===== src/rtl/id_ex_if.sv =====
// id_ex_if: decode-side inputs, registered execute-side outputs and hazard controls of the ID/EX boundary
interface id_ex_if #(
  parameter int DATA_WIDTH = 32,
  parameter int REG_ADDR_WIDTH = 5,
  parameter int COUNT_WIDTH = 16
);
  logic [3:0] ex_control_in;
  logic [2:0] mem_control_in;
  logic [1:0] wb_control_in;
  logic [DATA_WIDTH-1:0] pc_plus4_in;
  logic [DATA_WIDTH-1:0] read_data1_in;
  logic [DATA_WIDTH-1:0] read_data2_in;
  logic [DATA_WIDTH-1:0] sign_ext_imm_in;
  logic [REG_ADDR_WIDTH-1:0] rs_in;
  logic [REG_ADDR_WIDTH-1:0] rt_in;
  logic [REG_ADDR_WIDTH-1:0] rd_in;
  logic flush;
  logic [3:0] ex_control_out;
  logic [2:0] mem_control_out;
  logic [1:0] wb_control_out;
  logic [DATA_WIDTH-1:0] pc_plus4_out;
  logic [DATA_WIDTH-1:0] read_data1_out;
  logic [DATA_WIDTH-1:0] read_data2_out;
  logic [DATA_WIDTH-1:0] sign_ext_imm_out;
  logic [REG_ADDR_WIDTH-1:0] rs_out;
  logic [REG_ADDR_WIDTH-1:0] rt_out;
  logic [REG_ADDR_WIDTH-1:0] rd_out;
  logic valid_out;
  logic pc_write;
  logic if_id_write;
  logic [COUNT_WIDTH-1:0] bubble_count;
  modport master (
    output ex_control_in, mem_control_in, wb_control_in, pc_plus4_in, read_data1_in,
           read_data2_in, sign_ext_imm_in, rs_in, rt_in, rd_in, flush,
    input  ex_control_out, mem_control_out, wb_control_out, pc_plus4_out, read_data1_out,
           read_data2_out, sign_ext_imm_out, rs_out, rt_out, rd_out, valid_out,
           pc_write, if_id_write, bubble_count
  );
  modport slave (
    input  ex_control_in, mem_control_in, wb_control_in, pc_plus4_in, read_data1_in,
           read_data2_in, sign_ext_imm_in, rs_in, rt_in, rd_in, flush,
    output ex_control_out, mem_control_out, wb_control_out, pc_plus4_out, read_data1_out,
           read_data2_out, sign_ext_imm_out, rs_out, rt_out, rd_out, valid_out,
           pc_write, if_id_write, bubble_count
  );
endinterface


===== src/rtl/id_ex_stage.sv =====
// id_ex_stage: ID/EX pipeline register with load-use stall, flush squash and saturating bubble counter
module id_ex_stage #(
  parameter int DATA_WIDTH = 32,
  parameter int REG_ADDR_WIDTH = 5,
  parameter int COUNT_WIDTH = 16
) (
  input logic clk,
  input logic rst,
  id_ex_if.slave bus
);
  localparam int DW = 4 * DATA_WIDTH + 3 * REG_ADDR_WIDTH;
  logic hazard, stall, bubble;
  logic [8:0] ctrl_q, ctrl_d;
  logic valid_q, valid_d;
  logic [DW-1:0] data_q, data_d;
  logic [COUNT_WIDTH-1:0] count_q, count_d;
  // load-use detection against the registered load; flush overrides the stall but still bubbles
  always_comb begin
    hazard = bus.mem_control_out[2] & (bus.rt_out != '0) &
             ((bus.rt_out == bus.rs_in) | (bus.rt_out == bus.rt_in));
    stall = hazard & ~bus.flush;
    bubble = hazard | bus.flush;
    bus.pc_write = ~stall;
    bus.if_id_write = ~stall;
  end
  // next register contents: data always captured, control zeroed and counter bumped on a bubble
  always_comb begin
    ctrl_d = bubble ? 9'd0 : {bus.ex_control_in, bus.mem_control_in, bus.wb_control_in};
    valid_d = ~bubble;
    data_d = {bus.pc_plus4_in, bus.read_data1_in, bus.read_data2_in, bus.sign_ext_imm_in,
              bus.rs_in, bus.rt_in, bus.rd_in};
    count_d = (bubble && count_q != '1) ? count_q + 1'b1 : count_q;
  end
  // pipeline state with asynchronous clear
  always_ff @(posedge clk or posedge rst) begin
    if (rst) begin
      ctrl_q <= '0;
      valid_q <= 1'b0;
      data_q <= '0;
      count_q <= '0;
    end else begin
      ctrl_q <= ctrl_d;
      valid_q <= valid_d;
      data_q <= data_d;
      count_q <= count_d;
    end
  end
  assign {bus.ex_control_out, bus.mem_control_out, bus.wb_control_out} = ctrl_q;
  assign {bus.pc_plus4_out, bus.read_data1_out, bus.read_data2_out, bus.sign_ext_imm_out,
          bus.rs_out, bus.rt_out, bus.rd_out} = data_q;
  assign bus.valid_out = valid_q;
  assign bus.bubble_count = count_q;
endmodule


===== src/flat_wrapper.sv =====
// flat-port wrapper written by rule: the top's interface ports become plain ports
module id_ex_stage_flat 
#(
  parameter int DATA_WIDTH = 32,
  parameter int REG_ADDR_WIDTH = 5,
  parameter int COUNT_WIDTH = 16
)
  (clk, rst, bus_ex_control_in, bus_mem_control_in, bus_wb_control_in, bus_pc_plus4_in, bus_read_data1_in, bus_read_data2_in, bus_sign_ext_imm_in, bus_rs_in, bus_rt_in, bus_rd_in, bus_flush, bus_ex_control_out, bus_mem_control_out, bus_wb_control_out, bus_pc_plus4_out, bus_read_data1_out, bus_read_data2_out, bus_sign_ext_imm_out, bus_rs_out, bus_rt_out, bus_rd_out, bus_valid_out, bus_pc_write, bus_if_id_write, bus_bubble_count);
  id_ex_if #(.DATA_WIDTH(DATA_WIDTH), .REG_ADDR_WIDTH(REG_ADDR_WIDTH), .COUNT_WIDTH(COUNT_WIDTH)) bus_i ();
  input logic clk;
  input logic rst;
  input wire logic [$bits(bus_i.ex_control_in)-1:0] bus_ex_control_in;
  input wire logic [$bits(bus_i.mem_control_in)-1:0] bus_mem_control_in;
  input wire logic [$bits(bus_i.wb_control_in)-1:0] bus_wb_control_in;
  input wire logic [$bits(bus_i.pc_plus4_in)-1:0] bus_pc_plus4_in;
  input wire logic [$bits(bus_i.read_data1_in)-1:0] bus_read_data1_in;
  input wire logic [$bits(bus_i.read_data2_in)-1:0] bus_read_data2_in;
  input wire logic [$bits(bus_i.sign_ext_imm_in)-1:0] bus_sign_ext_imm_in;
  input wire logic [$bits(bus_i.rs_in)-1:0] bus_rs_in;
  input wire logic [$bits(bus_i.rt_in)-1:0] bus_rt_in;
  input wire logic [$bits(bus_i.rd_in)-1:0] bus_rd_in;
  input wire logic [$bits(bus_i.flush)-1:0] bus_flush;
  output wire logic [$bits(bus_i.ex_control_out)-1:0] bus_ex_control_out;
  output wire logic [$bits(bus_i.mem_control_out)-1:0] bus_mem_control_out;
  output wire logic [$bits(bus_i.wb_control_out)-1:0] bus_wb_control_out;
  output wire logic [$bits(bus_i.pc_plus4_out)-1:0] bus_pc_plus4_out;
  output wire logic [$bits(bus_i.read_data1_out)-1:0] bus_read_data1_out;
  output wire logic [$bits(bus_i.read_data2_out)-1:0] bus_read_data2_out;
  output wire logic [$bits(bus_i.sign_ext_imm_out)-1:0] bus_sign_ext_imm_out;
  output wire logic [$bits(bus_i.rs_out)-1:0] bus_rs_out;
  output wire logic [$bits(bus_i.rt_out)-1:0] bus_rt_out;
  output wire logic [$bits(bus_i.rd_out)-1:0] bus_rd_out;
  output wire logic [$bits(bus_i.valid_out)-1:0] bus_valid_out;
  output wire logic [$bits(bus_i.pc_write)-1:0] bus_pc_write;
  output wire logic [$bits(bus_i.if_id_write)-1:0] bus_if_id_write;
  output wire logic [$bits(bus_i.bubble_count)-1:0] bus_bubble_count;
  assign bus_i.ex_control_in = bus_ex_control_in;
  assign bus_i.mem_control_in = bus_mem_control_in;
  assign bus_i.wb_control_in = bus_wb_control_in;
  assign bus_i.pc_plus4_in = bus_pc_plus4_in;
  assign bus_i.read_data1_in = bus_read_data1_in;
  assign bus_i.read_data2_in = bus_read_data2_in;
  assign bus_i.sign_ext_imm_in = bus_sign_ext_imm_in;
  assign bus_i.rs_in = bus_rs_in;
  assign bus_i.rt_in = bus_rt_in;
  assign bus_i.rd_in = bus_rd_in;
  assign bus_i.flush = bus_flush;
  assign bus_ex_control_out = bus_i.ex_control_out;
  assign bus_mem_control_out = bus_i.mem_control_out;
  assign bus_wb_control_out = bus_i.wb_control_out;
  assign bus_pc_plus4_out = bus_i.pc_plus4_out;
  assign bus_read_data1_out = bus_i.read_data1_out;
  assign bus_read_data2_out = bus_i.read_data2_out;
  assign bus_sign_ext_imm_out = bus_i.sign_ext_imm_out;
  assign bus_rs_out = bus_i.rs_out;
  assign bus_rt_out = bus_i.rt_out;
  assign bus_rd_out = bus_i.rd_out;
  assign bus_valid_out = bus_i.valid_out;
  assign bus_pc_write = bus_i.pc_write;
  assign bus_if_id_write = bus_i.if_id_write;
  assign bus_bubble_count = bus_i.bubble_count;
  id_ex_stage #(.DATA_WIDTH(DATA_WIDTH), .REG_ADDR_WIDTH(REG_ADDR_WIDTH), .COUNT_WIDTH(COUNT_WIDTH)) u_core (.clk(clk), .rst(rst), .bus(bus_i));
endmodule

===== config.mk =====
export PLATFORM = sky130hd
export DESIGN_NAME = id_ex_stage_flat
export DESIGN_NICKNAME = d
export VERILOG_FILES = /design/src/rtl/id_ex_if.sv /design/src/rtl/id_ex_stage.sv /design/src/flat_wrapper.sv
export SDC_FILE = /design/constraint.sdc
export NUM_CORES = 1
export LEC_CHECK = 0
export CAP_MARGIN = 25
export CORE_ASPECT_RATIO = 0.8
export CORE_MARGIN = 3
export CORE_UTILIZATION = 32
export CTS_CLUSTER_DIAMETER = 30
export DETAILED_ROUTE_END_ITERATION = 8
export PLACE_DENSITY = 0.76
export SLEW_MARGIN = 20
export SYNTH_ARGS = -nofsm -noshare
export SYNTH_HDL_FRONTEND = slang
export SYNTH_SLANG_ARGS = --single-unit

===== constraint.sdc =====
create_clock -name clk -period 5.2 [get_ports clk]
set_input_delay 1.04 -clock clk [delete_from_list [all_inputs] [get_ports clk]]
set_output_delay 1.04 -clock clk [all_outputs]
set_load 0.005 [all_outputs]

==> impl_metrics.ini, run 1 <==
[outcome]
status = completed

[clocking]
cts_sinks = 169
cts.reportedPaths.clkPinSlew_ps = 60
ctsResizeCount = 0
htreeDepth = 4
insertion_delay_ps = 410
cts_root_buffer = clkbuf_16
cts_tree = done
cts_max_path_buffers = 2
postCtsSetupBuffers = 0
cts_buffers = 17
hold_buffers = 0

[sta]
setup_viol = 0
period_share = 0.704
setup_tns_ps = 0
hold_violations = 0
tightest_slew_ps = 897
slew_headroom = 0.402
fin_skew_ps = 5.23
timing.fmax_mhz = 273
slew_viol_final = 0
setup_ws_ps = 1540
fin_crit_ps = 3660
rsz0062_at_grt = no

[floorplan]
rows = 39
fp.dieH_um = 116
die_w_um = 143
die_area_um2 = 16600
core-area_um2 = 14500
initial_utilization = 0.333
num_io_pins = 326

[logic_synthesis]
synth_area_per_cell_um2 = 18.8
syn_inst = 257
yosysUniqueCellTypes = 28
syn_nets = 413
synth_warnings = 0
syn_area_um2 = 4820
ys_ff_latch = 169
synth_seq_area_share = 0.877

[power]
internal_power_mw = 2.38
powerDensity_nw_per_um2 = 350
p_sw_uw = 735
p_sw_frac = 0.236
power_frac_comb = 0.139
p_leak_nw = 3.71
irDropWorstVdd_uv = 273
clockPowerShare = 0.389
pwr-share-seq = 0.472

[worst_hold_path]
whs_endpoint = u_core.bus.bubble_count[15]
min_from = u_core.bus.bubble_count[15]
hold_path_class = reg2reg
holdPathStages = 1

[global_routing]
globalRouteOverflowTotal = 0
grt.total_usage = 0.177
antenna_found_initial = 0
grt_pass1_wl_um = 21700
grt_max_degree = 99
grt_pass1_vias = 3779

[critical_path]
cp_max_fo = 3
cp-end-kind = output port
rr_worst_depth = 6
required_ps = 4160
r2r_end = u_core.bus.bubble_count[1]
start_kind = input pin
ff2ff_setup_slack_ps = 2900
r2r-start = u_core.bus.bubble_count[1]
cp_data_arrival_time_ps = 2620
worstSetupPathType = in2out

[placement]
postPlaceCellArea_um2 = 8320
io_buffers = 325
gp_congestion = 0.774
numPlacedInstances = 765
place_hpwl_um = 11300
dpl_worst_slack_ps = 1550

[routing]
final_antenna_net_count = 0
top_layer = met4
via_count = 3364
viasPerCell = 4.22
first_iter_violations = 125
drcViolationCount = 0
wire_per_inst_um = 18.3
drtPass1Iterations = 4
met2_length_um = 7960
met3_length_um = 1070
wl_met1_um = 5380
wirelength_um = 14600

[layout]
antenna_cells = 0
final_layout_size_suffix_gt1_frac = 0.0587
syn_to_final_growth_pct = 84.1
layout_commonest_cell = clkdlybuf4s50_1
final_cell_mix = clkdlybuf4s50_1 (325), dfrtp_1 (169), xnor2_1 (19), clkbuf_16 (17)
final_nets = 756
finish.instance_area_um2 = 8880
layout.cells.non_filler = 797

[job]
maxCapViolCount = 0
## logic make-up after synthesis
logic type / count (synthesis) / share of synthesized area
AND/OR/NAND/NOR: 49 / 0.0550
multiplexers: 1 / 0.00311
XOR/XNOR: 23 / 0.0418
buffers and inverters: 6 / 0.00726
flip-flops: 169 / 0.877
adder cells (fa/ha/maj): 1 / 0.00259
AO/OA/AOI/OAI: 8 / 0.0137
## power by group through the flow
stage	sequential (mW)	clock (mW)	combinational, mW
after floorplan	1.49	0	0.0933
after global placement	1.49	0	0.426
after detailed placement	1.49	0	0.436
after CTS	1.47	1.24	0.441
after global routing	1.48	1.30	0.465
final	1.47	1.21	0.432
## final cells by class
type | count | area, µm²
timing repair buffer | 327 | 3280
sequential | 169 | 4230
tap | 184 | 230
multi-input combinational | 82 | 561
clock buffer | 19 | 433
clock inverter | 13 | 133
fill | 1073 | 5610
inverter | 3 | 15.0
## worst max-delay path by stage
stage / from / to / slack (ps) / cells past startpoint
3_3_place_gp: bus_rt_in[2] / bus_pc_write / 1590 / 6
4_1_cts: bus_rt_in[3] / bus_pc_write / 1520 / 6
2_1_floorplan: rst / u_core.bus.bubble_count[0] / 2010 / 1
3_5_place_dp: bus_rt_in[3] / bus_pc_write / 1550 / 6
5_1_grt: bus_rt_in[3] / bus_pc_write / 1420 / 6
6_report: bus_rt_in[3] / bus_pc_write / 1540 / 6
## state kept, by name, summed over array words and instances, names as in the netlist
| name | flops |
|---|---|
| u_core.ctrl_q | 9 |
| u_core.data_q | 143 |
| u_core.bus.valid_out | 1 |
| u_core.bus.bubble_count | 16 |
## cells in the mapped netlist
cell type,instances,share of area
o21ai_1,1,0.0010
o21ai_0,1,0.0010
or4_1,1,0.0016
buf_2,1,0.0010
o22ai_2,1,0.0026
a21boi_0,1,0.0016
nor3_1,4,0.0041
a21oi_2,1,0.0018
buf_6,1,0.0023
dfrtp_1,169,0.88
inv_1,3,0.0023
or2b_1,1,0.0016
o41a_1,1,0.0023
nand2_1,8,0.0062
xnor2_1,19,0.034
a31o_1,1,0.0018
nand4_1,5,0.0065
buf_4,1,0.0016
nand3b_1,1,0.0016
ha_1,1,0.0026
nor2_1,4,0.0031
or4b_1,1,0.0021
nand3_1,11,0.011
mux2_4,1,0.0031
xor2_1,4,0.0073
and2_1,11,0.014
nor2b_1,2,0.0026
o21a_1,1,0.0016
## per-stage QoR
step | power, mW | util | hold WS [ps]
3_5_place_dp | 1.93 | 0.574 | 492
4_1_cts | 3.15 | 0.613 | 506
6_report | 3.11 | 0.613 | 499
2_1_floorplan | 1.59 | - | 480
5_1_grt | 3.25 | 0.613 | 532
3_3_place_gp | 1.91 | 0.574 | 482
## worst max-delay path: stages
cell	delay, ps
clkdlybuf4s50_1	500
xnor2_1	140
nand3_1	110
o22ai_2	240
nand3b_1	130
clkdlybuf4s50_1	470
## metal layers
| metal | up-vias | global-route usage |
|---|---|---|
| li1 | 1516 | - |
| met1 | 1676 | 0.200 |
| met2 | 154 | 0.319 |
| met3 | 18 | 0.0639 |
| met4 | 0 | 0.0458 |
| met5 | - | 0 |
Power figures use the tool's default switching activity.
==> run 2: changes to the inputs <==
- clock period: 5.2 -> 3.1 ns (I/O delays scaled with it)
==> run 2 against run 1 <==
Cell count up 0.13%. Clock skew down 0.84 ps. Global-route usage down 0.34 points. Critical endpoint unchanged.
==> impl_metrics.ini, run 2 (same netlist as run 1, synthesis figures left out) <==
[outcome]
status = completed

[power]
power_frac_comb = 0.140
irDropWorstVdd_uv = 602
internal_power_mw = 4.00
clockPowerShare = 0.386
p_sw_frac = 0.230
p_leak_nw = 3.73
powerDensity_nw_per_um2 = 584
pwr-share-seq = 0.474
p_sw_mw = 1.20

[clocking]
hold_buffers = 0
cts_root_buffer = clkbuf_16
cts_tree = done
ctsResizeCount = 0
htreeDepth = 4
cts_max_path_buffers = 2
cts.reportedPaths.clkPinSlew_ps = 60
postCtsSetupBuffers = 0
insertion_delay_ps = 410
cts_sinks = 169
cts_buffers = 17

[sta]
setup_viol = 0
fin_skew_ps = 4.40
slew_viol_final = 0
timing.fmax_mhz = 349
period_share = 0.924
rsz0062_at_grt = no
hold_violations = 0
setup_tns_ps = 0
fin_crit_ps = 2860
tightest_slew_ps = 546
slew_headroom = 0.633

[layout]
layout_commonest_cell = clkdlybuf4s50_1
final_nets = 757
finish.instance_area_um2 = 8900
multiInputGateArea_um2 = 561
final_cell_mix = clkdlybuf4s50_1 (325), dfrtp_1 (169), xnor2_1 (19), clkbuf_16 (17)
final-seq-area_um2 = 4230
largest_register_ffs = 143
regMostFlops = u_core.data_q
antenna_cells = 0
syn_to_final_growth_pct = 84.4
final_layout_size_suffix_gt1_frac = 0.0603
num-fill-cells = 1075

[job]
maxCapViolCount = 0

[critical_path]
r2r_end = u_core.bus.bubble_count[1]
required_ps = 2480
cp_max_fo = 4
worstSetupPathType = reg2out
ff2ff_setup_slack_ps = 790
critPathCapture = bus_pc_write
critPathLaunch = u_core.data_q[5]
cp-end-kind = output port
r2r-start = u_core.bus.bubble_count[0]
rr_worst_depth = 6
cp_data_arrival_time_ps = 2240
start_kind = flop

[worst_hold_path]
hold_path_class = reg2reg

[routing]
drtPass1Iterations = 4
wirelength_um = 14500
drcViolationCount = 0
final_antenna_net_count = 0
via_count = 3375
viasPerCell = 4.23
wire_per_inst_um = 18.2
first_iter_violations = 100

[global_routing]
globalRouteOverflowTotal = 0
grt.total_usage = 0.173
antenna_found_initial = 1
grt_pass1_wl_um = 21100
grt_max_degree = 98
grt_pass1_vias = 3632

[floorplan]
rows = 39
die_area_um2 = 16600
fp.dieH_um = 116
num_io_pins = 326
core-area_um2 = 14500
die_w_um = 143
initial_utilization = 0.333

[placement]
place_hpwl_um = 11300
postPlaceCellArea_um2 = 8340
io_buffers = 325
gp_congestion = 0.786
-- run 2: layout make-up --
type,count,area share
Clock inverter,12,0.0131
Multi-Input combinational cell,82,0.0630
Clock buffer,20,0.0502
Sequential cell,169,0.475
Inverter,3,0.00169
Tap cell,184,0.0259
Timing Repair Buffer,328,0.371
-- run 2: worst max-delay path, cell delays in order, from the launching register on --
cell             delay (ps)
dfrtp_1                 430
or4_1                   540
o21ai_1                 130
inv_1                    90
nand3b_1                120
clkdlybuf4s50_1         520
-- run 2: worst min-delay path by stage --
stage	from	endpoint	cells after the start
final	u_core.bus.bubble_count[15]	u_core.bus.bubble_count[15]	1
after global routing	u_core.bus.bubble_count[11]	u_core.bus.bubble_count[11]	1
after CTS	u_core.bus.bubble_count[11]	u_core.bus.bubble_count[11]	1
after detailed placement	u_core.bus.bubble_count[11]	u_core.bus.bubble_count[11]	1
after global placement	u_core.bus.bubble_count[11]	u_core.bus.bubble_count[11]	1
after floorplan	u_core.bus.bubble_count[11]	u_core.bus.bubble_count[11]	1
-- run 2: metal layers --
| metal | wire length [µm] | GRT usage | vias to the layer above | part of all wire |
|---|---|---|---|---|
| met5 | 13 | 0 | - | 0.00090 |
| met4 | 151 | 0.0521 | 2 | 0.010 |
| met3 | 1130 | 0.0623 | 19 | 0.078 |
| met2 | 7850 | 0.308 | 167 | 0.54 |
| met1 | 5380 | 0.198 | 1670 | 0.37 |
| li1 | - | - | 1517 | - |
-- run 2: metrics by stage --
stage,utilization,setup WS (ps),power [mW],hold slack (ps),std cells
3_3_place_gp,0.575,325,3.21,485,766
4_1_cts,0.614,198,5.26,511,798
6_report,0.614,237,5.20,503,798
3_5_place_dp,0.575,267,3.24,500,766
5_1_grt,0.614,152,5.41,548,798
2_1_floorplan,-,325,2.66,480,257
-- run 2: power by group through the flow --
stage / Combinational, mW / Sequential, mW / Clock [mW]
2_1_floorplan: 0.157 / 2.50 / 0
3_3_place_gp: 0.717 / 2.49 / 0
3_5_place_dp: 0.739 / 2.50 / 0
4_1_cts: 0.743 / 2.46 / 2.06
5_1_grt: 0.784 / 2.48 / 2.14
6_report: 0.727 / 2.46 / 2.01
